### config.mk
export PLATFORM = sky130hd
export DESIGN_NAME = smpl_trigger_capture_flat
export DESIGN_NICKNAME = d
export VERILOG_FILES = /design/src/rtl/smpl_trigger_capture_if.sv /design/src/rtl/smpl_trigger_capture.sv /design/src/flat_wrapper.sv
export SDC_FILE = /design/constraint.sdc
export NUM_CORES = 1
export LEC_CHECK = 0
export ABC_AREA = 1
export BUFFER_PORTS_ARGS = -buffer_cell sky130_fd_sc_hd__buf_2
export CAP_MARGIN = 40
export CORE_AREA = 2 2 248 250
export DETAILED_ROUTE_END_ITERATION = 8
export DIE_AREA = 0 0 250 252
export PLACE_DENSITY = 0.63
export SLEW_MARGIN = 0
export SYNTH_ARGS = -nofsm -noshare
export SYNTH_HDL_FRONTEND = slang
export SYNTH_SLANG_ARGS = --single-unit
### constraint.sdc
create_clock -name clkSmpl -period 5.7 [get_ports clkSmpl]
set_input_delay 1.14 -clock clkSmpl [delete_from_list [all_inputs] [get_ports clkSmpl]]
set_output_delay 1.14 -clock clkSmpl [all_outputs]
set_load 0.01 [all_outputs]
### src/rtl/smpl_trigger_capture_if.sv
// Readout handshake between the trigger capture stage and the sample renderer.
// The capture stage is the master: it offers a frame and returns one word per request.
interface smpl_trigger_capture_if;
  logic       smpl_avail;
  logic       smpl_req;
  logic [9:0] smpl;

  modport master (output smpl_avail, output smpl, input smpl_req);
  modport slave  (input smpl_avail, input smpl, output smpl_req);
endinterface

### src/rtl/smpl_trigger_capture.sv
// Triggered sample capture: circular buffer of ADC samples, level or timeout trigger,
// N-sample frame centred PRE samples after its start, streamed out oldest first.
module smpl_trigger_capture #(
  parameter int N    = 64,
  parameter int PRE  = 16,
  parameter int AUTO = 4096
) (
  input  logic                   clkSmpl,
  input  logic                   n_reset,
  input  logic                   adc_valid,
  input  logic [9:0]             adc,
  input  logic [9:0]             trig_level,
  input  logic                   trig_fall,
  input  logic                   trig_auto,
  output logic                   auto_trig,
  smpl_trigger_capture_if.master smpl_bus
);

  // state    | meaning
  // S_FILL   | collecting PRE samples of pre-trigger history
  // S_ARM    | waiting for level crossing or timeout
  // S_POST   | collecting the post-trigger part of the frame
  // S_READY  | frame frozen, streaming words on request
  typedef enum logic [1:0] {S_FILL, S_ARM, S_POST, S_READY} state_t;

  localparam int AW = $clog2(N);
  localparam int RW = AW + 1;
  localparam int TW = (AUTO > 1) ? $clog2(AUTO) : 1;

  localparam logic [AW-1:0] ONE_A     = AW'(1);
  localparam logic [AW-1:0] PRE_LAST  = AW'(PRE - 1);
  localparam logic [AW-1:0] PRE_OFS   = AW'(PRE);
  localparam logic [AW-1:0] PCNT_INIT = AW'(N - PRE - 1);
  localparam logic [RW-1:0] RCNT_INIT = RW'(N);
  localparam logic [RW-1:0] ONE_R     = RW'(1);
  localparam logic [TW-1:0] ONE_T     = TW'(1);
  localparam logic [TW-1:0] TCNT_LAST = TW'(AUTO - 1);

  state_t        state_q, state_d;
  logic [9:0]    mem [N];
  logic [AW-1:0] wp_q, rp_q, ta_q, fcnt_q, pcnt_q;
  logic [RW-1:0] rcnt_q;
  logic [TW-1:0] tcnt_q;
  logic [9:0]    prev_q, smpl_q;
  logic          avail_q, auto_q;

  logic accept, lvl_hit, time_hit;
  logic fill_done, trig_ev, force_ev, post_done, read_en, read_last;

  assign accept   = adc_valid && (state_q != S_READY);
  assign lvl_hit  = trig_fall ? ((prev_q > trig_level) && (adc <= trig_level))
                              : ((prev_q < trig_level) && (adc >= trig_level));
  assign time_hit = trig_auto && (tcnt_q == TCNT_LAST);

  always_ff @(posedge clkSmpl or negedge n_reset) begin
    if (!n_reset) state_q <= S_FILL;
    else          state_q <= state_d;
  end

  always_comb begin
    state_d   = state_q;
    fill_done = 1'b0;
    trig_ev   = 1'b0;
    force_ev  = 1'b0;
    post_done = 1'b0;
    read_en   = 1'b0;
    read_last = 1'b0;
    case (state_q)
      S_FILL: if (accept && (fcnt_q == PRE_LAST)) begin
        fill_done = 1'b1;
        state_d   = S_ARM;
      end
      S_ARM: if (accept) begin
        // a level crossing on the timeout sample still counts as a level trigger
        if (lvl_hit) begin
          trig_ev = 1'b1;
        end else if (time_hit) begin
          trig_ev  = 1'b1;
          force_ev = 1'b1;
        end
        if (trig_ev) state_d = S_POST;
      end
      S_POST: if (accept && (pcnt_q == ONE_A)) begin
        post_done = 1'b1;
        state_d   = S_READY;
      end
      S_READY: if (smpl_bus.smpl_req && (rcnt_q != '0)) begin
        read_en = 1'b1;
        if (rcnt_q == ONE_R) begin
          read_last = 1'b1;
          state_d   = S_FILL;
        end
      end
      default: state_d = S_FILL;
    endcase
  end

  always_ff @(posedge clkSmpl) begin
    if (accept) mem[wp_q] <= adc;
  end

  always_ff @(posedge clkSmpl or negedge n_reset) begin
    if (!n_reset) begin
      wp_q    <= '0;
      rp_q    <= '0;
      ta_q    <= '0;
      fcnt_q  <= '0;
      pcnt_q  <= '0;
      rcnt_q  <= '0;
      tcnt_q  <= '0;
      prev_q  <= '0;
      smpl_q  <= '0;
      avail_q <= 1'b0;
      auto_q  <= 1'b0;
    end else begin
      if (accept) begin
        wp_q   <= wp_q + ONE_A;
        prev_q <= adc;
      end
      if (accept && (state_q == S_FILL)) fcnt_q <= fcnt_q + ONE_A;
      if (fill_done) begin
        fcnt_q <= '0;
        tcnt_q <= '0;
      end
      if (accept && (state_q == S_ARM)) begin
        if (trig_ev) begin
          ta_q   <= wp_q;
          pcnt_q <= PCNT_INIT;
          auto_q <= force_ev;
        end else begin
          tcnt_q <= tcnt_q + ONE_T;
        end
      end
      if (accept && (state_q == S_POST)) pcnt_q <= pcnt_q - ONE_A;
      if (post_done) begin
        rp_q    <= ta_q - PRE_OFS;
        rcnt_q  <= RCNT_INIT;
        avail_q <= 1'b1;
      end
      if (read_en) begin
        smpl_q <= mem[rp_q];
        rp_q   <= rp_q + ONE_A;
        rcnt_q <= rcnt_q - ONE_R;
      end
      if (read_last) begin
        avail_q <= 1'b0;
        prev_q  <= '0;
        fcnt_q  <= '0;
      end
    end
  end

  assign smpl_bus.smpl_avail = avail_q;
  assign smpl_bus.smpl       = smpl_q;
  assign auto_trig           = auto_q;

endmodule

### src/flat_wrapper.sv
// flat-port wrapper written by rule: the top's interface ports become plain ports
module smpl_trigger_capture_flat 
#(
  parameter int N    = 64,
  parameter int PRE  = 16,
  parameter int AUTO = 4096
)
  (clkSmpl, n_reset, adc_valid, adc, trig_level, trig_fall, trig_auto, auto_trig, smpl_bus_smpl_avail, smpl_bus_smpl, smpl_bus_smpl_req);
  smpl_trigger_capture_if smpl_bus_i ();
  input  logic clkSmpl;
  input  logic n_reset;
  input  logic adc_valid;
  input  logic [9:0] adc;
  input  logic [9:0] trig_level;
  input  logic trig_fall;
  input  logic trig_auto;
  output logic auto_trig;
  output wire logic [$bits(smpl_bus_i.smpl_avail)-1:0] smpl_bus_smpl_avail;
  output wire logic [$bits(smpl_bus_i.smpl)-1:0] smpl_bus_smpl;
  input wire logic [$bits(smpl_bus_i.smpl_req)-1:0] smpl_bus_smpl_req;
  assign smpl_bus_smpl_avail = smpl_bus_i.smpl_avail;
  assign smpl_bus_smpl = smpl_bus_i.smpl;
  assign smpl_bus_i.smpl_req = smpl_bus_smpl_req;
  smpl_trigger_capture #(.N(N), .PRE(PRE), .AUTO(AUTO)) u_core (.clkSmpl(clkSmpl), .n_reset(n_reset), .adc_valid(adc_valid), .adc(adc), .trig_level(trig_level), .trig_fall(trig_fall), .trig_auto(trig_auto), .auto_trig(auto_trig), .smpl_bus(smpl_bus_i));
endmodule
==> results of run 1 <==
## placed cells by master (no fill, tap or decap), types with 64 or more instances in the layout
cell type / count
nand3_1: 149
inv_1: 86
nor2_1: 532
dfrtp_1: 71
o21ai_0: 299
a21oi_1: 64
o211ai_1: 82
edfxtp_1: 640
clkbuf_16: 75
nand2_1: 329
## state kept, by name (all words and copies together), names as in the netlist
name                        flops
u_core.rcnt_q                   7
u_core.prev_q                  10
u_core.wp_q                     6
u_core.auto_trig                1
u_core.fcnt_q                   6
u_core.pcnt_q                   6
u_core.smpl_bus.smpl_avail      1
u_core.smpl_bus.smpl           10
u_core.rp_q                     6
u_core.mem                    640
u_core.state_q                  2
u_core.tcnt_q                  12
u_core.ta_q                     6
## logic make-up (layout without fill, tap and decap cells)
family / after synthesis / after routing / share of synthesized area, %
buf+inv: 239 / 298 / 3.86
compound gates: 525 / 525 / 9.63
fa+ha+maj: 33 / 33 / 1.38
flops: 713 / 713 / 70.2
xor+xnor: 23 / 23 / 0.672
simple gates: 1053 / 1053 / 14.2
## critical path: cells and delay by family, from the launching register on
| kind | cells | cell delay (ns) |
|---|---|---|
| adders and majority gates | 1 | 0.28 |
| and+or+nand+nor | 4 | 2.13 |
| buffers and inverters | 1 | 0.23 |
| DFF | 1 | 0.41 |
## power by group through the flow
stage | logic (mW) | registers (mW) | clock network (mW)
global route | 5.56 | 6.45 | 5.07
CTS | 5.02 | 6.40 | 4.86
floorplan | 3.55 | 6.31 | 0
detailed placement | 5.00 | 6.51 | 0
global placement | 4.86 | 6.52 | 0
finish | 5.05 | 6.42 | 4.80
## routing by layer
| layer | part of all wire (%) | up-vias | routed length [um] | GRT usage, % |
|---|---|---|---|---|
| met2 | 48 | 896 | 38000 | 42.0 |
| met3 | 8.2 | 127 | 6550 | 4.21 |
| met1 | 41 | 9802 | 32800 | 34.6 |
| li1 | - | 9113 | - | - |
| met4 | 2.5 | 4 | 1970 | 7.60 |
| met5 | 0.034 | - | 27 | 0 |
## per-stage QoR
stage	hold WS, ns	cells	util [%]	worst slack (ns)	power, mW
6_report	0.480	3427	55.0	2.24	16.3
2_1_floorplan	0.458	2586	-	2.67	9.86
4_1_cts	0.482	3427	55.0	2.29	16.3
3_5_place_dp	0.465	3294	51.0	1.75	11.5
3_3_place_gp	0.462	3290	50.9	1.85	11.4
5_1_grt	0.512	3427	55.0	2.05	17.1
## layout make-up
| cell class | instances | area (sq um) | area share [%] |
|---|---|---|---|
| sequential | 713 | 21100 | 63.7 |
| multi-input combinational | 1634 | 7760 | 23.5 |
| clock buffer | 91 | 1990 | 6.01 |
| tap | 782 | 978 | 2.96 |
| timing repair buffer | 72 | 541 | 1.63 |
| clock inverter | 42 | 395 | 1.20 |
| inverter | 93 | 357 | 1.08 |
## worst max-delay path by stage
stage / from / cells after the start / slack [ns] / end
3_3_place_gp: adc_valid / 7 / 1.85 / u_core.mem[32][6]
4_1_cts: u_core.state_q[0] / 6 / 2.29 / u_core.mem[32][6]
5_1_grt: u_core.state_q[0] / 6 / 2.05 / u_core.mem[32][9]
2_1_floorplan: adc_valid / 8 / 2.67 / u_core.mem[7][0]
6_report: u_core.state_q[0] / 6 / 2.24 / u_core.mem[32][4]
3_5_place_dp: adc_valid / 7 / 1.75 / u_core.mem[12][4]
==> summary.md, run 1 <==
| Metric | Value |
|---|---|
| Fillers | `5049` |
| Psw | `5.99 mW` |
| Post-synth EDFFs | `640` |
| Number of diodes | `0` |
| CP max stage cell | `nor2_1` |
| Tmin final | `3.46 ns` |
| Worst-margin pin slew | `0.920 ns` |
| Area growth, synth to finish | `10.4%` |
| Leakage | `11.7 nW` |
| Largest net degree at the start of global routing | `202` |
| Power per cell area | `492 mW/mm^2` |
| CTS tree | `yes` |
| Post-DR vias/cell | `5.82` |
| Worst r2r path cells | `6` |
| Ys flop type | `edfxtp_1` |
| Initial antenna violation count | `3` |
| # hold bufs at CTS | `0` |
| CTS H-tree depth | `3` |
| Slew headroom | `38.5%` |
| DR WL/cell | `23.2 um` |
| Sw Ratio | `36.8%` |
| Peak supply drop | `393 uV` |
| Clk slew on worst S/H paths | `0.06 ns` |
| Fin crit share | `60.8%` |
| Nets | `2645` |
| Die Width | `250 um` |
| GRT Total Usage | `25.3%` |
| CTS root buffer | `clkbuf_16` |
| Fin area | `0.0331 sq mm` |
| Num ports | `38` |
| First-pass GRT wire length | `119000 um` |
| Synth unique cells | `39` |
| Hold crit path type | `flop to flop` |
| Post-synth top area cell | `edfxtp_1` |
| DRT antenna net count | `0` |
| Setup-failing EPs final | `0` |
| Max-Cap Viols | `0` |
| Worst Path Required | `5.92 ns` |
| Crit-path cells | `ha_1, nor2_4, inv_2, nor2_1, nand2_1, nor2_1` |
| PostCTS Resize Cnt | `0` |
| Seq pwr share | `39.4%` |
| Setup Crit Path Kind | `flop to flop` |
| Slowest stage delay, CP | `0.91 ns` |
| Worst hold path endpoint | `u_core.smpl_bus.smpl[1]` |
| CP Capture Type | `flop` |
| DR iter-0 viols | `2127` |
| Max frequency | `289 MHz` |
| Status | `finished, final reports clean` |
| Synth warn | `0` |
| Synth Instances | `2586` |
| Row count | `90` |
| Synthesized net count | `2645` |
| Synthesized area per cell | `11.6 sq um` |
| Slew Viols, Final | `0` |
| Int Power | `10.3 mW` |
| DIE HEIGHT | `252 um` |
| Cell repeated most along the worst path | `nor2_1` |
| Core area | `0.0601 sq mm` |
| Grt total ovfl | `0` |
| Setup TNS | `0 ns` |
| Reg-to-Reg Start | `u_core.state_q[0]` |
| Initial Utilization | `49.8%` |
| Routed vias | `19942` |
| CTS buffer count | `72` |
| Post-CTS Setup Inserts | `0` |
| Worst R2R End | `u_core.mem[32][4]` |
| Post-Syn Area | `0.0300 sq mm` |
| Placed inst area | `0.0307 sq mm` |
| Die Area | `0.0630 sq mm` |
| Drt total wl | `79400 um` |
| Synth top area share | `64.1%` |
| Residual DRC count | `0` |
| RSZ-0062 raised after global routing | `no` |
| Dpl hpwl | `48200 um` |
| Worst-Skew Late Latency | `0.61 ns` |
| Hold path depth | `2` |
| Layout cells sized above 1 | `7.41%` |
| Cell with the most instances after synthesis | `edfxtp_1` |
| Crit path max fanout | `17` |
| Clk buf depth | `3` |
| Reg-to-reg slack, setup | `2.24 ns` |
| Sink Count | `713` |
| Combinational share of power | `31.1%` |
| Synth async-reset ratio | `10.2%` |
| Part of the power in the clock network | `29.5%` |
| Number of global-route vias before repair | `19486` |
| WP data arrival | `3.69 ns` |
| Synth area leaders | `edfxtp_1, nor2_1, dfrtp_1` |
| Flops & latches, synth | `713` |
| Detailed Routing Iterations Pass 1 | `5` |
| PortBufs | `37` |
| Global placer's final weighted congestion | `0.906` |
| List of most frequent post-synthesis cells | `edfxtp_1, nor2_1, nand2_1` |
| Skew final | `0.0175 ns` |
| Hold Vio Cnt, Final | `0` |
| Hold Crit Start | `u_core.smpl_bus.smpl[1]` |
| Nature of the critical path startpoint | `flop` |
| Register area share after synthesis | `70.2%` |
No activity file was read; power rests on OpenSTA's default activity.
==> inputs of run 2 (changes only) <==
ABC_AREA = 0   (was 1)
CORE_AREA = 2 2 243 245   (was 2 2 248 250)
DIE_AREA = 0 0 245 247   (was 0 0 250 252)
PLACE_DENSITY = 0.65   (was 0.63)
clock period = 2.9 ns   (was 5.7 ns; I/O delays follow)
==> run 2 against run 1 <==
Final area about the same. Via count down 26%. Critical path depth unchanged. Die area down 3.9%. Global-route usage down 1.9 points. Synthesized cell count down 45%. Combinational power up 59%. Non-clock buffer count up 112. Largest power group unchanged. Sequential cell count unchanged.
==> summary.md, run 2 <==
| Metric | Value |
|---|---|
| Status | `finished, final reports clean` |
| Top flop regs | `u_core.mem (640), u_core.tcnt_q (12)` |
| Largest family of logic cells by synthesized area | `multiplexers` |
| First-pass GRT wire length | `101000 um` |
| Drt total wl | `68500 um` |
| Synth Instances | `1419` |
| Post-synth EDFFs | `640` |
| Detailed Routing Iterations Pass 1 | `5` |
| Slew headroom | `44.9%` |
| Register area share after synthesis | `73.6%` |
| Leakage | `11.0 nW` |
| Hold crit path type | `input port to flop` |
| Xor and xnor area share after synthesis | `0.429%` |
| List of most frequent post-synthesis cells | `edfxtp_1, mux4_2, nor2_1` |
| Fin area | `0.0331 sq mm` |
| Global placer's final weighted congestion | `0.826` |
| Synth unique cells | `55` |
| Area growth, synth to finish | `15.8%` |
| Die Width | `245 um` |
| Clk buf depth | `3` |
| Nets | `1668` |
| Setup-failing EPs final | `0` |
| DIE HEIGHT | `247 um` |
| Post-Synth Adder-Cell Area | `1.44%` |
| Peak supply drop | `524 uV` |
| Max frequency | `345 MHz` |
| Num ports | `38` |
| Ys flop type | `edfxtp_1` |
| Tmin final | `2.90 ns` |
| PortBufs | `37` |
| Nature of the critical path startpoint | `flop` |
| CTS root buffer | `clkbuf_16` |
| WP data arrival | `3.37 ns` |
| Synth async-reset ratio | `10.2%` |
| Largest net degree at the start of global routing | `66` |
| Row count | `89` |
| Post-synth top area cell | `edfxtp_1` |
| CTS buffer count | `72` |
| Power per cell area | `890 mW/mm^2` |
| Post-synthesis compound-gate area fraction | `2.04%` |
| Synth warn | `0` |
| Synth top area share | `67.2%` |
| CP Capture Type | `flop` |
| Worst Path Required | `3.38 ns` |
| Routed vias | `14672` |
| Most frequent cells in the layout | `edfxtp_1, mux4_2, buf_4` |
| Skew final | `0.0199 ns` |
| Crit path max fanout | `10` |
| Slew Viols, Final | `0` |
| DR WL/cell | `28.1 um` |
| Cell with the most instances after synthesis | `edfxtp_1` |
| Setup TNS | `0 ns` |
| Dpl hpwl | `44000 um` |
| Simple logic cell fraction of the synthesized area | `3.73%` |
| Layout cells sized above 1 | `31.2%` |
| Grt total ovfl | `0` |
| Placed inst area | `0.0308 sq mm` |
| Worst-margin pin slew | `0.827 ns` |
| Worst-Skew Late Latency | `0.60 ns` |
| Max-Cap Viols | `0` |
| Flip-flop count of the largest register after layout | `640` |
| Multiplexer area fraction after synthesis | `17.2%` |
| Die Area | `0.0605 sq mm` |
| Core area | `0.0582 sq mm` |
| Clk slew on worst S/H paths | `0.06 ns` |
| Synthesized area per cell | `20.1 sq um` |
| Sink Count | `713` |
| Number of global-route vias before repair | `14839` |
| Synthesized net count | `1478` |
| Commonest non-fill, non-tap cell in the layout | `edfxtp_1` |
| Post-DR vias/cell | `6.01` |
| Post-Place Setup Slack | `-0.0723 ns` |
| Fin crit share | `99.9%` |
| Synth area leaders | `edfxtp_1, mux4_2, dfrtp_1` |
| Post-Syn Area | `0.0286 sq mm` |
| Top reg by flops | `u_core.mem` |
| Initial antenna violation count | `4` |
| DR iter-0 viols | `1819` |
| Residual DRC count | `0` |
| Setup ws final | `0.00319 ns` |
| GRT Total Usage | `23.4%` |
| Initial Utilization | `49.1%` |
| CTS H-tree depth | `3` |
| Hold Vio Cnt, Final | `0` |
| RSZ-0062 raised after global routing | `yes` |
| Flops & latches, synth | `713` |
| Setup Crit Path Kind | `flop to flop` |
| DRT antenna net count | `0` |
| CTS tree | `yes` |
[run 2: cell types whose count changed in the layout (fill, tap and decap cells not counted), moves of 24 or more]
| cell | change |
|---|---|
| nand3_1 | -124 |
| o21ai_0 | -277 |
| inv_1 | -49 |
| nor2_1 | -437 |
| o21ai_1 | -48 |
| o211ai_1 | -76 |
| nand2_1 | -270 |
| mux4_2 | +210 |
| buf_4 | +96 |
| o22ai_1 | -24 |
| a21oi_1 | -41 |
[run 2: layout make-up]
class	instances	area, sq um
multi-input cells	601	7130
clock buffers	95	1990
fillers	4300	25100
clock inverters	36	243
inverters	37	139
diodes	1	2.50
flip-flops and latches	713	21100
well taps	773	967
repair buffers	184	1560
[run 2: path summary, 6_finish.rpt]
check                                           to  depth (start not counted)             start  slack (ns)
max in group asynchronous           u_core.rp_q[0]                          3           n_reset        1.78
min in group asynchronous         u_core.fcnt_q[5]                          2           n_reset        0.50
min reg2reg                       u_core.auto_trig                          1  u_core.auto_trig        0.50
max                        u_core.smpl_bus.smpl[1]                          6    u_core.rp_q[0]       0.003
min                               u_core.mem[0][0]                          1            adc[0]        0.36
max reg2reg                u_core.smpl_bus.smpl[1]                          6    u_core.rp_q[0]       0.003
[run 2: metal layers]
layer	global-route usage [%]	up-vias	wire length [um]
met4	5.76	4	1160
met5	0	-	18
met2	36.2	553	32400
met1	34.5	7828	29800
met3	4.73	89	5120
li1	-	6198	-
[run 2: worst max-delay path: stages, from the launching register on]
cell and delay, ns:
dfrtp_4 0.47, buf_12 0.17, buf_12 0.16, mux4_2 0.52, mux4_2 0.58, mux4_2 0.57, mux2_4 0.29
[run 2: logic make-up (layout without fill, tap and decap cells)]
logic type,Yosys count,after routing
flip-flops,713,713
AND/OR/NAND/NOR,237,237
multiplexers,228,228
buffers and inverters,105,352
AO/OA/AOI/OAI,89,89
adder cells (fa/ha/maj),33,33
XOR/XNOR,14,14
other,0,1
[run 2: stage by stage]
step | power (mW) | util, % | cells | hold WS, ns
finish | 29.4 | 56.8 | 2440 | 0.357
global route | 30.6 | 56.8 | 2439 | 0.337
floorplan | 17.6 | - | 1419 | 0.284
CTS | 29.6 | 56.8 | 2437 | 0.342
detailed placement | 20.7 | 52.8 | 2301 | 0.489
global placement | 20.6 | 52.8 | 2301 | 0.476
[run 2: power breakdown]
| group | switching (mW) | total, mW | internal [mW] |
|---|---|---|---|
| combinational | 4.10 | 8.05 | 3.94 |
| sequential | 0.641 | 12.6 | 11.9 |
| clock | 3.81 | 8.84 | 5.02 |
[run 2: timing repair]
action,in CTS,in global routing
endpoints found under the hold margin,34,0
hold buffers,1,0
resized for setup,3,1
endpoints found under the setup margin,5,8
setup buffers,4,2
